[src/rtl/span_painter.sv]
// span_painter: fetches 32-bit draw commands and rasterises horizontal spans,
// vertical spans and full-buffer clears into single-pixel framebuffer writes.
// A SWAP command raises a held swap request until it is acknowledged.
module span_painter #(
  parameter int H_RES   = 160,
  parameter int V_RES   = 120,
  parameter int COLOR_W = 3,
  parameter int ADDR_W  = 15
) (
  input  logic               clk,
  input  logic               reset,
  input  logic               empty,
  output logic               re,
  input  logic [31:0]        PRAMdata,
  output logic [ADDR_W-1:0]  addr,
  output logic [COLOR_W-1:0] data,
  output logic               we,
  input  logic               fb_ready,
  output logic               swapBuffersCommand,
  input  logic               swapBuffers,
  output logic               busy,
  output logic               cmd_err
);

  typedef enum logic [2:0] {
    IDLE   = 3'd0,
    FETCH  = 3'd1,
    WAIT   = 3'd2,
    DECODE = 3'd3,
    DRAW   = 3'd4,
    SWAP   = 3'd5
  } state_t;

  localparam logic [1:0] OP_HSPAN = 2'b00;
  localparam logic [1:0] OP_VSPAN = 2'b01;
  localparam logic [1:0] OP_CLEAR = 2'b10;

  // Largest legal x / y, kept 9 bits wide so a 256-pixel axis still fits.
  localparam logic [8:0]        H_MAX    = 9'(H_RES - 1);
  localparam logic [8:0]        V_MAX    = 9'(V_RES - 1);
  localparam logic [ADDR_W-1:0] H_STEP   = ADDR_W'(H_RES);
  localparam logic [ADDR_W-1:0] PIX_LAST = ADDR_W'(H_RES * V_RES - 1);

  state_t state, state_nxt;

  // Command fields
  logic [1:0]         op;
  logic [COLOR_W-1:0] col;
  logic [7:0]         fix;
  logic [7:0]         pa;
  logic [7:0]         pb;
  logic [7:0]         lo;
  logic [7:0]         hi;
  logic [7:0]         hi_h;
  logic [7:0]         hi_v;
  logic               unused_col;

  // Decode results, valid while state == DECODE
  logic               dec_rej;
  logic               dec_vert;
  logic [ADDR_W-1:0]  dec_base;
  logic [ADDR_W-1:0]  dec_last;

  // Span walk state
  logic [ADDR_W-1:0]  cnt;
  logic               vert;
  logic               accept;

  // Clamp the far end of a span to the last legal coordinate on its axis.
  function automatic logic [7:0] clamp_hi(input logic [7:0] v, input logic [8:0] lim);
    if ({1'b0, v} > lim) return lim[7:0];
    return v;
  endfunction

  assign op         = PRAMdata[31:30];
  assign col        = PRAMdata[24 +: COLOR_W];
  assign fix        = PRAMdata[23:16];
  assign pa         = PRAMdata[15:8];
  assign pb         = PRAMdata[7:0];
  assign unused_col = ^PRAMdata[29:24];

  // Endpoints are ordered so spans are always walked in ascending address order.
  assign lo   = (pa <= pb) ? pa : pb;
  assign hi   = (pa <= pb) ? pb : pa;
  assign hi_h = clamp_hi(hi, H_MAX);
  assign hi_v = clamp_hi(hi, V_MAX);

  assign accept = we & fb_ready;

  // Command decode: reject off-screen spans, compute base address and pixel count.
  always_comb begin
    dec_rej  = 1'b0;
    dec_vert = 1'b0;
    dec_base = '0;
    dec_last = '0;
    case (op)
      OP_HSPAN: begin
        if (({1'b0, fix} > V_MAX) || ({1'b0, lo} > H_MAX)) begin
          dec_rej = 1'b1;
        end else begin
          dec_base = ADDR_W'(fix) * H_STEP + ADDR_W'(lo);
          dec_last = ADDR_W'(hi_h - lo);
        end
      end
      OP_VSPAN: begin
        dec_vert = 1'b1;
        if (({1'b0, fix} > H_MAX) || ({1'b0, lo} > V_MAX)) begin
          dec_rej = 1'b1;
        end else begin
          dec_base = ADDR_W'(lo) * H_STEP + ADDR_W'(fix);
          dec_last = ADDR_W'(hi_v - lo);
        end
      end
      OP_CLEAR: begin
        dec_base = '0;
        dec_last = PIX_LAST;
      end
      default: begin
        dec_rej = 1'b0;
      end
    endcase
  end

  // Next-state logic for the fetch / decode / draw / swap sequence.
  always_comb begin
    state_nxt = state;
    case (state)
      IDLE:   if (!empty) state_nxt = FETCH;
      FETCH:  state_nxt = WAIT;
      WAIT:   state_nxt = DECODE;
      DECODE: begin
        if (op == 2'b11)  state_nxt = SWAP;
        else if (dec_rej) state_nxt = IDLE;
        else              state_nxt = DRAW;
      end
      DRAW:   if (accept && (cnt == '0)) state_nxt = IDLE;
      SWAP:   if (swapBuffers) state_nxt = IDLE;
      default: state_nxt = IDLE;
    endcase
  end

  // State register.
  always_ff @(posedge clk) begin
    if (reset) state <= IDLE;
    else       state <= state_nxt;
  end

  // Registered control outputs, all derived from the state being entered.
  always_ff @(posedge clk) begin
    if (reset) begin
      re                 <= 1'b0;
      we                 <= 1'b0;
      swapBuffersCommand <= 1'b0;
      busy               <= 1'b0;
      cmd_err            <= 1'b0;
    end else begin
      re                 <= (state_nxt == FETCH);
      we                 <= (state_nxt == DRAW);
      swapBuffersCommand <= (state_nxt == SWAP);
      busy               <= (state_nxt != IDLE);
      cmd_err            <= (state == DECODE) && (op != 2'b11) && dec_rej;
    end
  end

  // Pixel address and colour: loaded at decode, advanced on each accepted write,
  // frozen while the framebuffer stalls.
  always_ff @(posedge clk) begin
    if (reset) begin
      addr <= '0;
      data <= '0;
    end else if ((state == DECODE) && (op != 2'b11) && !dec_rej) begin
      addr <= dec_base;
      data <= col;
    end else if ((state == DRAW) && accept && (cnt != '0)) begin
      addr <= addr + (vert ? H_STEP : ADDR_W'(1));
    end
  end

  // Remaining-pixel counter and step direction for the span being drawn.
  always_ff @(posedge clk) begin
    if (state == DECODE) begin
      cnt  <= dec_last;
      vert <= dec_vert;
    end else if ((state == DRAW) && accept && (cnt != '0)) begin
      cnt  <= cnt - ADDR_W'(1);
    end
  end

endmodule

[config.mk]
export PLATFORM = sky130hd
export DESIGN_NAME = span_painter
export DESIGN_NICKNAME = d
export VERILOG_FILES = /design/src/rtl/span_painter.sv
export SDC_FILE = /design/constraint.sdc
export NUM_CORES = 1
export LEC_CHECK = 0
export ABC_AREA = 1
export BUFFER_PORTS_ARGS = -buffer_cell sky130_fd_sc_hd__buf_2
export CORE_ASPECT_RATIO = 0.7
export CORE_UTILIZATION = 44
export DETAILED_ROUTE_END_ITERATION = 7
export GPL_TIMING_DRIVEN = 0
export PLACE_DENSITY_LB_ADDON = 0.25
export SLEW_MARGIN = 0
export SYNTH_ARGS = -nofsm -noshare
export SYNTH_HDL_FRONTEND = slang
export SYNTH_SLANG_ARGS = --single-unit
[constraint.sdc]
create_clock -name clk -period 4.9 [get_ports clk]
set_input_delay 0.98 -clock clk [delete_from_list [all_inputs] [get_ports clk]]
set_output_delay 0.98 -clock clk [all_outputs]
set_load 0.03 [all_outputs]
# Word-level counts from Yosys, hierarchy flattened
# Index checks and enable logic that the tools add are counted.
# W data, S select, Z words.
[totals] word_cells=83 register_bits=42
[classes] addsub=6 n_eq_ne=12 mux=29 multipliers=2 magnitude_cmp=7 bitwise_logic=1 n_reduce_logical=16
[ops] operator="$mux W15" n=8
[ops] operator="$mux W8" n=7
[ops] operator="$add A15 B8 Y15" n=3
[ops] operator="$pmux W15 S3" n=1
[ops] operator="$pmux W15 S2" n=1
[ops] operator="$gt A8 B7 Y1 const B" n=3
[ops] operator="$gt A8 B8 Y1 const B" n=3
[ops] operator="$mul A8 B3 Y10 const B" n=2
[ops] operator="$pmux W3 S6" n=1
[ops] operator="$sub A8 B8 Y9" n=2
[ops] operator="$logic_not A15 Y1" n=1
[ops] operator="$mux W3" n=5
[ops] operator="$reduce_bool A15 Y1" n=1
[ops] operator="$sub A15 B1 Y15 const B" n=1
[ops] operator="$eq A3 B3 Y1 const B" n=4
[ops] operator="$le A8 B8 Y1" n=1
[ops] operator="$eq A3 B1 Y1 const B" n=2
[ops] operator="$eq A3 B2 Y1 const B" n=2
[ops] operator="$logic_and A1 B1 Y1" n=6
[ops] operator="$mux W1" n=5
[ops] operator="$eq A2 B2 Y1 const B" n=2
[ops] operator="$reduce_bool A2 Y1" n=2
[ops] operator="$logic_not A3 Y1" n=1
[ops] operator="$reduce_bool A3 Y1" n=1
[ops] operator="other kinds (7)" n=8

# Logic depth before layout (Yosys ltp)
[depth] ltp_word=10 ltp_mapped=33 ltp_nobuf=32

# Worst setup path after synthesis
# Ideal clock, no wire load.
[synth_timing] path_type="input-to-reg" from="input PRAMdata[1]" to="register addr[14]" setup_slack_ns=0.332 stages=26 arrival_time_ns=4.513 cell_sequence="inv_1 -> ha_1 -> nand2_1 -> nand2_1 -> nand2_1 -> nand2_1 -> nand2_2 -> nand2_4 -> nand2_4 -> buf_2 -> o21ai_0 -> ha_1 -> ha_1 -> inv_1 -> fa_1 -> nor2_1 -> nand2_1 -> nor2_1 -> nand3_1 -> nand3_1 -> nand2_1 -> o21ai_0 -> nand2_1 -> nand3_1 -> nand2_1 -> inv_1"
[synth_via] elab_chain_cells=9
[synth_rtl] item="from (decl)" line_no="14" source="input logic [31:0] PRAMdata,"
[synth_rtl] item="$le A8 B8 Y1" line_no="83" source="assign lo = (pa <= pb) ? pa : pb;"
[synth_rtl] item="$mux W8 *" line_no="83"
[synth_rtl] item="branches (longest 7 deep; another with $add A15 B8 Y15)"
[synth_rtl] item="to (signal assigned)" line_no="172" source="addr <= dec_base;"
[synth_rtl] item="to (signal assigned)" line_no="175" source="addr <= addr + (vert ? H_STEP : ADDR_W'(1));"
[synth_rtl] item="to (decl)" line_no="15" source="output logic [ADDR_W-1:0] addr,"
# Mark *: on every way between the ends.
# A chain may end at the register's enable or synchronous reset.

# Worst setup path after layout
[layout_timing] from="input PRAMdata[7]" to="register cnt[14], data pin"
[layout_via] elab_chain_cells=9
[layout_rtl] item="$le A8 B8 Y1" line_no="83, 84"
[layout_rtl] item="$mux W8" line_no="84" source="assign hi = (pa <= pb) ? pb : pa;"
[layout_rtl] item="$gt A8 B7 Y1 or $gt A8 B8 Y1 (tied branches)" line_no="71" source="if ({1'b0, v} > lim) return lim[7:0];"
[layout_rtl] item="$mux W1" line_no="71"
[layout_rtl] item="$mux W8" line_no="72" source="return v;"
[layout_rtl] item="$sub A8 B8 Y9 (on tied branches)" line_no="111, 102"
[layout_rtl] item="$mux W15 (on tied branches)" line_no="107, 98"
[layout_rtl] item="$pmux W15 S3 *" line_no="96" source="case (op)"
[layout_rtl] item="$mux W15 *" line_no="181" source="if (state == DECODE) begin"
[layout_rtl] item="to (signal assigned)" line_no="182" source="cnt <= dec_last;"
[layout_rtl] item="to (signal assigned)" line_no="185" source="cnt <= cnt - ADDR_W'(1);"
[layout_rtl] item="to (decl)" line_no="65" source="logic [ADDR_W-1:0] cnt;"
# Mark *: on every way between the ends. The rest lies on a longest branch, timed or not.

==> flow_metrics.env <==
export IMPL_vdd_ir_drop_max_v=0.0001567
export IMPL_use_met2=0.3320
export IMPL_startpoint_type="input pin"
export IMPL_syn_inst=780
export IMPL_use_met1=0.3229
export IMPL_die_height_um=92.65
export IMPL_cts_buffers_inserted=5
export IMPL_slew_viol_final=0
export IMPL_final_setup_tns_ns=0
export IMPL_synth_compound_area_frac=0.1134
export IMPL_hold_viol_final=0
export IMPL_core_um2=11210
export IMPL_fin_area_um2=5899
export IMPL_synth_top_family_by_area="simple AND/OR/NAND/NOR gates"
export IMPL_initial_core_util=0.4607
export IMPL_max_freq_mhz=218.7
export IMPL_grt_max_degree=16
export IMPL_fp_dieW_um=131.5
export IMPL_drt_wirelength_per_cell_um=12.90
export IMPL_use_met3=0.03448
export IMPL_synthArstFlopShare=0
export IMPL_ios=60
export IMPL_placed_cells_incl_taps=988
export IMPL_synth_cell_type_count=42
export IMPL_clk_latency_ns=0.29
export IMPL_nFillCells=1147
export IMPL_cts_tree="built"
export IMPL_leakage_nw=3.115
export IMPL_p_per_area_nw_per_um2=265.5
export IMPL_crit_fanout=10
export IMPL_worst_slew_pin_slew_ns=0.6780
export IMPL_drtIter0Drc=460
export IMPL_finalNonFillerCells=999
export IMPL_reg2reg_depth=12
export IMPL_synth_fa_ha_area_frac=0.1638
export IMPL_dr_pass1_iters=6
export IMPL_syn_avg_cell_area_um2=6.622
export IMPL_holdWs_ns=0.4631
export IMPL_syn_num_nets=881
export IMPL_setup_viol=0
export IMPL_synth_edf_count=16
export IMPL_ff_latch_area_um2=1001
export IMPL_antenna_found_initial=0
export IMPL_cts_root_buf="clkbuf_16"
export IMPL_grt_pass1_wl_um=21290
export IMPL_final_util=0.5262
export IMPL_layout_worst_path_cycle_share=0.9333
export IMPL_viasPerCell=5.035
export IMPL_clk_path_buf_depth=2
export IMPL_multi_input_area_um2=3665
export IMPL_ys_ff_latch=42
export IMPL_grt_pass1_vias=4405
export IMPL_vias=5030
export IMPL_fin_skew_ns=0.005591
export IMPL_row_count=32
export IMPL_cp_arrival_ns=4.62
export IMPL_cap_violations=0
export IMPL_synth_xor_area_share=0.07631
export IMPL_ant_nets=0
export IMPL_hpwl_um=10400
export IMPL_overflow=0
export IMPL_worstHoldPathCells=2
export IMPL_synth_sequential_area_ratio=0.1938
export IMPL_die_area_um2=12180
export IMPL_cp_required_ns=4.94
export IMPL_cts_sinks=42
export IMPL_critPathKind="in -> reg"
export IMPL_synthFlopType="dfxtp_1"
export IMPL_layout_drive_gt1_share=0.1513
export IMPL_grtUsageTotal=0.2163
export IMPL_top_usage_layer="met2"
export IMPL_regToRegSetupSlack_ns=1.97
export IMPL_drt_wl_total_um=12880
export IMPL_antenna_cells=0
export IMPL_fin_nets=946
export IMPL_status="finished clean"
export IMPL_gp_congestion=0.8760
export IMPL_cp_end_kind="flip-flop"
export IMPL_synthMuxAreaShare=0
export IMPL_synthSimpleGateAreaFrac=0.3411
export IMPL_io_buffers=55
export IMPL_fin_crit_ns=4.573
export IMPL_htree_num_levels=2
export IMPL_ys_warn_count=0
export IMPL_place_area_um2=5632
export IMPL_rsz0062_at_grt="no"
export IMPL_synth_area_um2=5165
export IMPL_hold_class="reg -> reg"
export IMPL_clk_pin_slew_ns=0.06
export IMPL_relSlewSlack=0.5463
export IMPL_area_delta_synth_final_pct=14.22
export IMPL_route_detailed_drc=0
-- worst max-delay path, cell delays in order --
cell,delay [ns]
buf_2,0.11
inv_1,0.04
ha_1,0.29
nand2_1,0.10
nor2_4,0.14
nand2_2,0.08
nand2_4,0.09
nand2_4,0.10
buf_4,0.19
o21ai_0,0.16
inv_1,0.12
nor2_1,0.14
a31oi_2,0.14
inv_2,0.10
nor2_1,0.06
ha_1,0.21
fa_2,0.37
o21ai_2,0.19
a21oi_1,0.11
o21bai_1,0.20
a21oi_1,0.13
nor2_1,0.10
nor2_1,0.05
nand2_1,0.05
nand2_1,0.10
o21ai_2,0.19
nand2_1,0.07
-- kinds of logic (layout without fill, tap and decap cells) --
kind of cell	count (synthesis)	after routing
AO/OA/AOI/OAI	108	108
adder cells (fa/ha/maj)	64	64
other	1	1
buffers and inverters	144	210
flip-flops	42	42
XOR/XNOR	45	45
AND/OR/NAND/NOR	376	376
-- flip-flops by register name (all words and copies together) (netlist names) --
register	count
re	1
busy	1
cnt	15
vert	1
swapBuffersCommand	1
data	3
state	3
addr	15
cmd_err	1
we	1
-- metrics by stage --
step | setup slack, ns | total power (W)
after floorplan | 0.3316 | 0.0009796
after global placement | -0.5525 | 0.001144
after detailed placement | -0.5580 | 0.001153
after CTS | -0.001485 | 0.001535
after global routing | 0.004833 | 0.001689
final | 0.3271 | 0.001566
-- what timing repair did --
action	CTS	global route
pin swaps	0	5
buffers inserted	0	3
endpoints found under the hold margin	0	0
hold buffers	0	0
setup endpoints to repair	10	14
resized for setup	4	24
-- cells in the mapped netlist (6+ instances only) --
master    count  share of area
a21oi_1      37          0.036
dfxtp_1      26           0.10
edfxtp_1     16          0.093
fa_1          6          0.023
ha_1         58           0.14
inv_1       128          0.093
nand2_1     184           0.13
nand2_2      11          0.013
nand2_4      10          0.022
nand3_1      56          0.054
nand4_1      16          0.019
nor2_1       67          0.049
nor3_1       10         0.0097
o21ai_0      41          0.040
o21ai_1      10         0.0097
or2_2         7         0.0085
xnor2_1      17          0.029
xor2_1       28          0.047
-- power by group --
part	leakage, nW	switching, W	internal [W]
sequential	0.356	0.0000102	0.000379
clock	0.0836	0.000138	0.000238
combinational	2.68	0.000496	0.000305
-- cell usage in the layout, fill, tap and decap left out, types with 26 or more instances in the layout --
cell type / n
a21oi_1: 35
buf_2: 56
dfxtp_1: 26
ha_1: 57
inv_1: 126
nand2_1: 183
nand3_1: 56
nor2_1: 67
o21ai_0: 36
xor2_1: 28
-- worst paths after layout --
path | startpoint | to
setup reg to reg | cnt[0] | cnt[5]
hold / removal | data[2] | data[2]
setup / recovery | PRAMdata[7] | cnt[14]
hold reg to reg | data[2] | data[2]
-- area by class of cell --
cell class | count | share of cell area
multi-input cells | 594 | 0.6212
flip-flops and latches | 42 | 0.1697
inverters | 132 | 0.08399
repair buffers | 58 | 0.05048
well taps | 153 | 0.03245
clock buffers | 5 | 0.02121
plain buffers | 12 | 0.01421
clock inverters | 3 | 0.006787
-- layer usage --
layer | share of wire | vias up
li1 | - | 2657
met1 | 0.53 | 2230
met2 | 0.41 | 136
met3 | 0.055 | 7
met4 | 0.0037 | 0
met5 | 0 | -
(Power assumes the default switching activity.)
